**config.mk**
```make
export PLATFORM = sky130hd
export DESIGN_NAME = psum_accum_flat
export DESIGN_NICKNAME = d
export VERILOG_FILES = /design/src/rtl/psum_accum_if.sv /design/src/rtl/psum_accum.sv /design/src/flat_wrapper.sv
export SDC_FILE = /design/constraint.sdc
export NUM_CORES = 1
export LEC_CHECK = 0
export ABC_AREA = 1
export CAP_MARGIN = 20
export CELL_PAD_IN_SITES_DETAIL_PLACEMENT = 0
export CELL_PAD_IN_SITES_GLOBAL_PLACEMENT = 1
export CORE_MARGIN = 2
export CORE_UTILIZATION = 32
export DETAILED_ROUTE_END_ITERATION = 7
export HOLD_SLACK_MARGIN = 0.15
export PLACE_DENSITY_LB_ADDON = 0.1
export SLEW_MARGIN = 10
export SYNTH_ARGS = -nofsm -noshare
export SYNTH_HDL_FRONTEND = slang
export SYNTH_SLANG_ARGS = --single-unit
export TNS_END_PERCENT = 20
```
**constraint.sdc**
```tcl
create_clock -name Clk -period 4.3 [get_ports Clk]
set_input_delay 1.075 -clock Clk [delete_from_list [all_inputs] [get_ports Clk]]
set_output_delay 1.075 -clock Clk [all_outputs]
set_load 0.005 [all_outputs]
```
**src/rtl/psum_accum_if.sv**
```systemverilog
`default_nettype none
// ============================================================================
// psum_accum_if : control, beat, partial-sum memory and result-stream bundle
//                 for the partial-sum accumulator.
// Revision      : 1.0
// ============================================================================
interface psum_accum_if #(
  parameter int DataWidth = 16,
  parameter int Lanes     = 4,
  parameter int AddrWidth = 16
);
  localparam int Width = DataWidth * Lanes;

  logic                 start;
  logic [1:0]           mode;
  logic [AddrWidth-1:0] pix_count;
  logic                 relu_en;

  logic                 in_valid;
  logic [Width-1:0]     in_data;
  logic                 in_ready;

  logic                 rd_en;
  logic [AddrWidth-1:0] rd_addr;
  logic [Width-1:0]     rd_data;

  logic                 wr_en;
  logic [AddrWidth-1:0] wr_addr;
  logic [Width-1:0]     wr_data;

  logic                 out_valid;
  logic [Width-1:0]     out_data;

  logic                 busy;
  logic                 done;
  logic                 sat_flag;

  modport master (
    output start, mode, pix_count, relu_en, in_valid, in_data, rd_data,
    input  in_ready, rd_en, rd_addr, wr_en, wr_addr, wr_data,
           out_valid, out_data, busy, done, sat_flag
  );

  modport slave (
    input  start, mode, pix_count, relu_en, in_valid, in_data, rd_data,
    output in_ready, rd_en, rd_addr, wr_en, wr_addr, wr_data,
           out_valid, out_data, busy, done, sat_flag
  );
endinterface
`default_nettype wire

```
**src/rtl/psum_accum.sv**
```systemverilog
`default_nettype none
// ============================================================================
// psum_accum : per-lane saturating partial-sum accumulator with fixed
//              RdLatency+1 pipeline, memory write-back or result streaming.
// Revision   : 1.0
// ============================================================================
module psum_accum #(
  parameter int DataWidth = 16,
  parameter int Lanes     = 4,
  parameter int AddrWidth = 16,
  parameter int RdLatency = 1
) (
  input  logic        Clk,
  input  logic        Rst,
  psum_accum_if.slave bus
);
  localparam int c_width = DataWidth * Lanes;

  localparam logic [1:0] c_idle  = 2'd0;
  localparam logic [1:0] c_run   = 2'd1;
  localparam logic [1:0] c_drain = 2'd2;
  localparam logic [1:0] c_done  = 2'd3;

  localparam logic [1:0] c_mode_accum = 2'd1;
  localparam logic [1:0] c_mode_last  = 2'd2;

  localparam logic [DataWidth-1:0] c_sat_max = {1'b0, {(DataWidth-1){1'b1}}};
  localparam logic [DataWidth-1:0] c_sat_min = {1'b1, {(DataWidth-1){1'b0}}};
  localparam logic [AddrWidth-1:0] c_addr_one = {{(AddrWidth-1){1'b0}}, 1'b1};

  logic [1:0]           r_state;
  logic [1:0]           r_mode;
  logic                 r_relu;
  logic [AddrWidth-1:0] r_count;
  logic [AddrWidth-1:0] r_fore;
  logic [AddrWidth-1:0] r_back;
  logic                 r_sat;

  logic                 r_pv [RdLatency];
  logic [c_width-1:0]   r_pd [RdLatency];

  logic                 r_wr_en;
  logic                 r_out_valid;
  logic [c_width-1:0]   r_wr_data;
  logic [c_width-1:0]   r_out_data;

  logic                 w_run;
  logic                 w_accept;
  logic                 w_use_rd;
  logic                 w_stream;
  logic                 w_rd;
  logic                 w_stage_v;
  logic                 w_vis;
  logic                 w_sat_any;
  logic [c_width-1:0]   w_sum;
  logic [c_width-1:0]   w_relu;
  logic [DataWidth-1:0] w_op;
  logic [DataWidth-1:0] w_in;
  logic [DataWidth:0]   w_ext;
  logic [DataWidth-1:0] w_lane;

  assign w_run     = (r_state == c_run);
  assign w_accept  = bus.in_valid & w_run;
  assign w_use_rd  = (r_mode == c_mode_accum) || (r_mode == c_mode_last);
  assign w_stream  = r_mode[1];
  assign w_rd      = w_accept & w_use_rd;
  assign w_stage_v = r_pv[RdLatency-1];
  assign w_vis     = r_wr_en | r_out_valid;

  // Lane sums are formed one bit wider; differing top bits mean overflow.
  always_comb begin
    w_sum     = '0;
    w_relu    = '0;
    w_sat_any = 1'b0;
    w_op      = '0;
    w_in      = '0;
    w_ext     = '0;
    w_lane    = '0;
    for (int i = 0; i < Lanes; i++) begin
      w_op  = w_use_rd ? bus.rd_data[i*DataWidth +: DataWidth] : '0;
      w_in  = r_pd[RdLatency-1][i*DataWidth +: DataWidth];
      w_ext = {w_op[DataWidth-1], w_op} + {w_in[DataWidth-1], w_in};
      if (w_ext[DataWidth] != w_ext[DataWidth-1]) begin
        w_sat_any = 1'b1;
        w_lane    = w_ext[DataWidth] ? c_sat_min : c_sat_max;
      end else begin
        w_lane    = w_ext[DataWidth-1:0];
      end
      w_sum[i*DataWidth +: DataWidth]  = w_lane;
      w_relu[i*DataWidth +: DataWidth] = w_lane[DataWidth-1] ? '0 : w_lane;
    end
  end

  always_ff @(posedge Clk) begin
    if (Rst) begin
      r_state     <= c_idle;
      r_mode      <= '0;
      r_relu      <= 1'b0;
      r_count     <= '0;
      r_fore      <= '0;
      r_back      <= '0;
      r_sat       <= 1'b0;
      r_wr_en     <= 1'b0;
      r_out_valid <= 1'b0;
      r_wr_data   <= '0;
      r_out_data  <= '0;
      for (int s = 0; s < RdLatency; s++) begin
        r_pv[s] <= 1'b0;
        r_pd[s] <= '0;
      end
    end else begin
      r_pv[0] <= w_accept;
      r_pd[0] <= bus.in_data;
      for (int s = 1; s < RdLatency; s++) begin
        r_pv[s] <= r_pv[s-1];
        r_pd[s] <= r_pd[s-1];
      end

      r_wr_en     <= w_stage_v & ~w_stream;
      r_out_valid <= w_stage_v & w_stream;
      r_wr_data   <= (w_stage_v & ~w_stream) ? w_sum : '0;
      r_out_data  <= (w_stage_v & w_stream) ? (r_relu ? w_relu : w_sum) : '0;

      if (w_stage_v && w_sat_any) begin
        r_sat <= 1'b1;
      end
      if (w_vis) begin
        r_back <= r_back + c_addr_one;
      end

      case (r_state)
        c_idle: begin
          if (bus.start) begin
            r_mode  <= bus.mode;
            r_count <= bus.pix_count;
            r_relu  <= bus.relu_en;
            r_fore  <= '0;
            r_back  <= '0;
            r_sat   <= 1'b0;
            r_state <= (bus.pix_count == '0) ? c_done : c_run;
          end
        end
        c_run: begin
          if (w_accept) begin
            r_fore <= r_fore + c_addr_one;
            if ((r_fore + c_addr_one) == r_count) begin
              r_state <= c_drain;
            end
          end
        end
        c_drain: begin
          // The last completion is the one currently on the write/stream port.
          if (w_vis && ((r_back + c_addr_one) == r_count)) begin
            r_state <= c_done;
          end
        end
        default: begin
          r_state <= c_idle;
        end
      endcase
    end
  end

  assign bus.in_ready  = w_run;
  assign bus.rd_en     = w_rd;
  assign bus.rd_addr   = w_rd ? r_fore : '0;
  assign bus.wr_en     = r_wr_en;
  assign bus.wr_addr   = r_wr_en ? r_back : '0;
  assign bus.wr_data   = r_wr_data;
  assign bus.out_valid = r_out_valid;
  assign bus.out_data  = r_out_data;
  assign bus.busy      = (r_state == c_run) || (r_state == c_drain);
  assign bus.done      = (r_state == c_done);
  assign bus.sat_flag  = r_sat;
endmodule
`default_nettype wire

```
**src/flat_wrapper.sv**
```systemverilog
// flat-port wrapper written by rule: the top's interface ports become plain ports
module psum_accum_flat 
#(
  parameter int DataWidth = 16,
  parameter int Lanes     = 4,
  parameter int AddrWidth = 16,
  parameter int RdLatency = 1
)
  (Clk, Rst, bus_start, bus_mode, bus_pix_count, bus_relu_en, bus_in_valid, bus_in_data, bus_rd_data, bus_in_ready, bus_rd_en, bus_rd_addr, bus_wr_en, bus_wr_addr, bus_wr_data, bus_out_valid, bus_out_data, bus_busy, bus_done, bus_sat_flag);
  psum_accum_if #(.DataWidth(DataWidth), .Lanes(Lanes), .AddrWidth(AddrWidth)) bus_i ();
  input  logic Clk;
  input  logic Rst;
  input wire logic [$bits(bus_i.start)-1:0] bus_start;
  input wire logic [$bits(bus_i.mode)-1:0] bus_mode;
  input wire logic [$bits(bus_i.pix_count)-1:0] bus_pix_count;
  input wire logic [$bits(bus_i.relu_en)-1:0] bus_relu_en;
  input wire logic [$bits(bus_i.in_valid)-1:0] bus_in_valid;
  input wire logic [$bits(bus_i.in_data)-1:0] bus_in_data;
  input wire logic [$bits(bus_i.rd_data)-1:0] bus_rd_data;
  output wire logic [$bits(bus_i.in_ready)-1:0] bus_in_ready;
  output wire logic [$bits(bus_i.rd_en)-1:0] bus_rd_en;
  output wire logic [$bits(bus_i.rd_addr)-1:0] bus_rd_addr;
  output wire logic [$bits(bus_i.wr_en)-1:0] bus_wr_en;
  output wire logic [$bits(bus_i.wr_addr)-1:0] bus_wr_addr;
  output wire logic [$bits(bus_i.wr_data)-1:0] bus_wr_data;
  output wire logic [$bits(bus_i.out_valid)-1:0] bus_out_valid;
  output wire logic [$bits(bus_i.out_data)-1:0] bus_out_data;
  output wire logic [$bits(bus_i.busy)-1:0] bus_busy;
  output wire logic [$bits(bus_i.done)-1:0] bus_done;
  output wire logic [$bits(bus_i.sat_flag)-1:0] bus_sat_flag;
  assign bus_i.start = bus_start;
  assign bus_i.mode = bus_mode;
  assign bus_i.pix_count = bus_pix_count;
  assign bus_i.relu_en = bus_relu_en;
  assign bus_i.in_valid = bus_in_valid;
  assign bus_i.in_data = bus_in_data;
  assign bus_i.rd_data = bus_rd_data;
  assign bus_in_ready = bus_i.in_ready;
  assign bus_rd_en = bus_i.rd_en;
  assign bus_rd_addr = bus_i.rd_addr;
  assign bus_wr_en = bus_i.wr_en;
  assign bus_wr_addr = bus_i.wr_addr;
  assign bus_wr_data = bus_i.wr_data;
  assign bus_out_valid = bus_i.out_valid;
  assign bus_out_data = bus_i.out_data;
  assign bus_busy = bus_i.busy;
  assign bus_done = bus_i.done;
  assign bus_sat_flag = bus_i.sat_flag;
  psum_accum #(.DataWidth(DataWidth), .Lanes(Lanes), .AddrWidth(AddrWidth), .RdLatency(RdLatency)) u_core (.Clk(Clk), .Rst(Rst), .bus(bus_i));
endmodule
```
==> reports/results.ini, run 1 <==
[synthesis]
synthArstFlopShare_pct=0
synthDistinctLibCells=45
yosysSeqAreaShare_pct=39.8
yosys.area.top_type=dfxtp_1
synth_ff_type=dfxtp_1
synth_seq_cells=249
syn_nets=2011
synth_top_area_share_pct=39.8
synth-edff-count=0
syn_avg_cell_area_um2=7.05
yosys_warnings=0
netlist_instances=1778
netlist_area_um2=12500
synth_area_leaders=dfxtp_1, a21oi_1, nand2_1, inv_1, ha_1

[finish]
utilization_pct=45.6
final_area_um2=17600
areaGrowthSynthToFinish_pct=40.5
nets=2358
final.fill_count=3990
final_cells=2667
seqCellArea_um2=4980
drive_above_1_share_pct=7.17
multiInputGateArea_um2=6240

[clock_network]
cts_resized=0
cts_buffers=29
htreeDepth=1
clock-sinks=249
clk_pin_slew_ns=0.06
cts_tree=built
post_cts_buffers=0
clockBufferDepth=3
clk_latency_ns=0.57
root_buffer=clkbuf_16
cts_hold_buf=0

[die]
io_pins=318
coreArea_um2=38600
start_util_pct=32.4
die_x_um=202
die_area_um2=40800
die_y_um=202
rows=72

[timing]
finalCriticalPeriod_ns=3.96
worst_pin_slew_ns=0.789
rsz0062_at_grt=false
period_share_pct=92.1
clock_skew_ns=0.0203
slew_viol_final=0
finalHoldViolations=0
finalSetupTns_ns=0
max_freq_mhz=252
setup_ws_ns=0.338
whs_ns=0.502
slew-limit-headroom_pct=47.4
setup_violations=0

[placement]
io_buffer_count=317
placed_area_um2=16600
routabilityCongestion=0.846
dp_hpwl_mm=31.6
placed_cells=2611
place_ws_ns=-0.0849

[critical_path]
endpoint_kind=output port
worstSetupPathType=in -> out
r2r-start=u_core.r_mode[1]
critPathSlowestCell=clkdlybuf4s50_1
worstPathCellList=clkdlybuf4s50_1 > nand2_1 > nor2_1 > inv_1 > buf_4 > nor2_1 > clkdlybuf4s50_1
worstSetupStartpoint=bus_in_valid
r2r_setup_slack_ns=0.48
rr_endpoint=u_core.bus.sat_flag
r2r_cells=20
arrival_ns=2.89
setup.worst_path.start_class=primary input
max_stage_delay_ns=0.55
path_max_fanout=14
required_ns=3.22

[power]
p_leak_nw=8.09
power_density_nw_per_um2=474
vdd_drop_max_mv=0.305
total_power_mw=8.34

[route]
ant_nets=0
drt-total-wl_mm=40.3
wire_per_inst_um=15.1
drtPass1Iterations=5
vias=12207
drc_errors=0
avgViaCountPerCell=4.58
drt_iter0_markers=549

[job]
maxCapViolCount=0

[hold_path]
whs_endpoint=u_core.r_fore[15]
hold_path.class=reg -> reg
hp-start=u_core.r_fore[15]
whs_path_depth=2

[grt]
grt_pass1_vias=11789
grt_usage_pct=19.4
grt_first_pass_wirelength_mm=63.6
gr-total-overflow=0
antenna_found_initial=2
grt_max_degree=65

[status]
status=finished clean

-- power breakdown --
group          internal, mW  total, mW  switching [mW]
logic                  1.21       3.20            1.98
registers              2.45       2.55           0.104
clock network          1.56       2.59            1.04
total                  5.22       8.34            3.12
-- worst max-delay path by stage --
stage                              endpoint  slack, ns  cells after the start
global placement        u_core.bus.sat_flag      -0.07                     20
detailed placement      u_core.bus.sat_flag      -0.08                     20
global route            u_core.bus.sat_flag       0.08                     20
CTS                          bus_rd_addr[5]       0.30                      7
floorplan           u_core.bus.out_data[25]       0.32                     19
finish                       bus_rd_addr[5]       0.34                      7
-- sequential cells by signal (all words and copies together) (netlist names) --
register              flops
u_core.bus.out_data      64
u_core.r_pd              64
u_core.bus.wr_data       64
u_core.r_fore            16
u_core.r_state            2
u_core.r_count           16
u_core.bus.sat_flag       1
u_core.r_pv               1
u_core.bus.out_valid      1
u_core.r_mode             2
u_core.r_back            16
u_core.bus.wr_en          1
u_core.r_relu             1
-- area by class of cell --
type,instances,area share [%]
antenna,1,0.0142
clock buffer,36,4.50
clock inverter,18,1.27
inverter,286,6.10
multi-input combinational,1184,35.4
sequential,249,28.3
tap,518,3.68
timing repair buffer,375,20.7
-- synthesized netlist by cell type (all sizes together), types with 18 or more instances --
master,instances
ha,78
or2,18
o21ai,92
a21oi,234
clkbuf,40
nand2,303
nand4,20
nor2,237
dfxtp,249
buf,19
nand3,124
inv,282
-- placed cells by master, fill, tap and decap left out, types with 2 or more instances in the layout --
| cell | n |
|---|---|
| inv_1 | 281 |
| bufinv_16 | 4 |
| o21ai_2 | 3 |
| xor2_1 | 10 |
| nand3_2 | 4 |
| buf_12 | 3 |
| nand4_1 | 20 |
| o211ai_1 | 6 |
| clkinv_2 | 4 |
| fa_1 | 4 |
| nand2_1 | 299 |
| nor3_1 | 8 |
| xnor2_1 | 6 |
| a21oi_1 | 234 |
| nor4_1 | 5 |
| clkbuf_8 | 4 |
| inv_6 | 3 |
| clkinvlp_4 | 4 |
| a31oi_1 | 10 |
| clkbuf_16 | 29 |
| ha_1 | 78 |
| o21bai_1 | 8 |
| clkinv_1 | 4 |
| a21boi_0 | 3 |
| o21ai_0 | 82 |
| o21ai_1 | 7 |
| clkinv_4 | 3 |
| buf_4 | 56 |
| nor2_1 | 226 |
| nand2_2 | 3 |
| nor2_4 | 5 |
| nor2_2 | 6 |
| a21o_1 | 5 |
| dfxtp_1 | 249 |
| nand3_1 | 120 |
| clkbuf_1 | 3 |
| clkdlybuf4s50_1 | 316 |
| nor3b_1 | 2 |
| or2_2 | 16 |
-- critical path: cells and delay by family --
kind / cells / cell delay, ns
and+or+nand+nor: 3 / 0.42
buffers and inverters: 4 / 1.38
-- cells by family after synthesis --
family,share of synthesized area [%]
compound gates,15.5
buf+inv,10.5
xor+xnor,1.19
flops,39.8
fa+ha+maj,8.43
simple gates,24.6
-- per-layer routing --
| layer | global-route usage [%] | wire length (µm) | part of all wire [%] | up-vias |
|---|---|---|---|---|
| met1 | 26.2 | 19100 | 47 | 5504 |
| met4 | 4.28 | 699 | 1.7 | 0 |
| met3 | 2.98 | 1930 | 4.8 | 41 |
| met2 | 32.5 | 18600 | 46 | 261 |
| li1 | - | - | - | 6401 |
| met5 | 0 | 0 | 0 | - |
Note: power is estimated with default switching activity, not from simulation.
==> inputs of run 2 (changes only) <==
--- a/config.mk
+++ b/config.mk
@@ -12,6 +12,7 @@
 export CORE_MARGIN = 2
 export CORE_UTILIZATION = 32
 export DETAILED_ROUTE_END_ITERATION = 7
+export GPL_ROUTABILITY_DRIVEN = 0
 export HOLD_SLACK_MARGIN = 0.15
 export PLACE_DENSITY_LB_ADDON = 0.1
 export SLEW_MARGIN = 10
==> reports/results.ini, run 2 (synthesis gave the netlist of run 1 again) <==
[grt]
gr-total-overflow=0  ; unchanged
grt_first_pass_wirelength_mm=63.7  ; +0.19%
grt_usage_pct=19.5  ; +0.13 points
grt_max_degree=65  ; unchanged
grt_pass1_vias=11845  ; +0.48%
antenna_found_initial=2  ; unchanged

[clock_network]
htreeDepth=1  ; unchanged
root_buffer=clkbuf_16
clk_latency_ns=0.55  ; -0.02 ns
post_cts_buffers=0  ; unchanged
cts_hold_buf=0  ; unchanged
clk_pin_slew_ns=0.06  ; about the same
clock-sinks=249  ; unchanged
clockBufferDepth=3  ; unchanged
cts_resized=0  ; unchanged
cts_tree=built
cts_buffers=29  ; unchanged

[timing]
slew_viol_final=0  ; unchanged
whs_ns=0.485  ; -0.0162 ns
setup_violations=0  ; unchanged
slew-limit-headroom_pct=46.9  ; -0.46 points
period_share_pct=89.7  ; -2.4 points
rsz0062_at_grt=false
finalHoldViolations=0  ; unchanged
finalCriticalPeriod_ns=3.86  ; -0.105 ns
max_freq_mhz=259  ; +2.7%
clock_skew_ns=0.0112  ; -0.00910 ns
worst_pin_slew_ns=0.796  ; +0.00696 ns

[critical_path]
worstPathCellList=clkdlybuf4s50_1 > nand2_1 > nor2_1 > inv_1 > buf_4 > nor2_1 > clkdlybuf4s50_1
worstSetupStartpoint=bus_in_valid
path_max_fanout=14  ; unchanged
required_ns=3.22  ; about the same
endpoint_kind=output port
setup.worst_path.start_class=primary input
r2r-start=u_core.r_mode[1]
critPathSlowestCell=clkdlybuf4s50_1
r2r_setup_slack_ns=0.44  ; -0.04 ns
max_stage_delay_ns=0.54  ; about the same
arrival_ns=2.78  ; -0.11 ns
worstSetupPathType=in -> out

[power]
p_sw_mw=3.09  ; -1.1%
clkPwrFrac_pct=29.4  ; -1.7 points
vdd_drop_max_mv=0.211  ; -31%
power_density_nw_per_um2=464  ; -2.1%
internal-power_mw=5.03  ; -3.6%
swShare_pct=38.0  ; +0.59 points
power.sequential.fraction_pct=31.4  ; +0.8 points
p_comb_share_pct=39.1  ; +0.8 points
p_leak_nw=8.03  ; -0.74%

[finish]
nets=2357  ; -0.042%
seqCellArea_um2=4980  ; unchanged
final.fill_count=3954  ; -0.90%
final_area_um2=17500  ; -0.61%
areaGrowthSynthToFinish_pct=39.6
layout_commonest_cell=clkdlybuf4s50_1
multiInputGateArea_um2=6240  ; unchanged
final_cells=2664  ; -0.11%
utilization_pct=45.3  ; -0.28 points
final_cell_mix=clkdlybuf4s50_1, nand2_1, inv_1
drive_above_1_share_pct=6.95  ; -0.22 points

[route]
vias=12240  ; +0.27%
drc_errors=0  ; unchanged
drtPass1Iterations=5  ; unchanged
wire_per_inst_um=15.1  ; -0.12%
avgViaCountPerCell=4.59  ; +0.38%
ant_nets=0  ; unchanged
drt_iter0_markers=512  ; -6.7%
drt-total-wl_mm=40.2  ; -0.23%

[die]
die_area_um2=40800  ; unchanged
rows=72  ; unchanged
coreArea_um2=38600  ; unchanged
die_y_um=202  ; unchanged
start_util_pct=32.4  ; unchanged
die_x_um=202  ; unchanged
io_pins=318  ; unchanged

[placement]
placed_cells=2610  ; -0.038%
io_buffer_count=317  ; unchanged
placed_area_um2=16600  ; -0.12%
dp_hpwl_mm=31.8  ; +0.55%

[hold_path]
hold_path.class=reg -> reg
hp-start=u_core.r_fore[15]

[job]
maxCapViolCount=0  ; unchanged

[status]
status=finished clean

[run 2: power groups by stage]
stage          clock (mW)  combinational, mW  sequential, mW
5_1_grt              2.55               3.61            2.57
6_report             2.39               3.18            2.55
3_3_place_gp            0               3.17            2.61
4_1_cts              2.46               3.20            2.56
2_1_floorplan           0               2.01            2.57
3_5_place_dp            0               3.18            2.61
[run 2: routing by layer]
layer / track usage [%] / vias to the layer above / wire, µm
li1: - / 6395 / -
met1: 26.5 / 5545 / 19100
met2: 32.1 / 249 / 18600
met3: 2.37 / 51 / 1710
met4: 6.30 / 0 / 873
met5: 0 / - / 0
[run 2: critical path: cells and delay by family]
kind / cells / cell delay (ns)
and+or+nand+nor: 3 / 0.35
buffers and inverters: 4 / 1.35
[run 2: final cells by class]
cell class | instances | area share [%]
Clock buffer | 35 | 4.39
Inverter | 286 | 6.14
Tap cell | 518 | 3.70
Antenna cell | 2 | 0.0286
Multi-Input combinational cell | 1184 | 35.6
Timing Repair Buffer | 374 | 20.7
Sequential cell | 249 | 28.5
Clock inverter | 16 | 0.894
[run 2: worst paths after layout]
check | cells after the start | endpoint
worst max-delay path | 7 | bus_rd_addr[7]
worst min-delay path | 2 | u_core.r_fore[15]
worst max register to register | 19 | u_core.bus.wr_data[13]
worst min register to register | 2 | u_core.r_fore[15]
[run 2: metrics by stage]
| stage | total power, mW | setup WS (ns) | TNS [ns] |
|---|---|---|---|
| after floorplan | 4.57 | 0.320 | 0 |
| after global placement | 5.78 | -0.0428 | -0.0428 |
| after detailed placement | 5.79 | -0.0966 | -1.07 |
| after CTS | 8.22 | 0.420 | 0 |
| after global routing | 8.74 | 0.0322 | 0 |
| final | 8.12 | 0.443 | 0 |
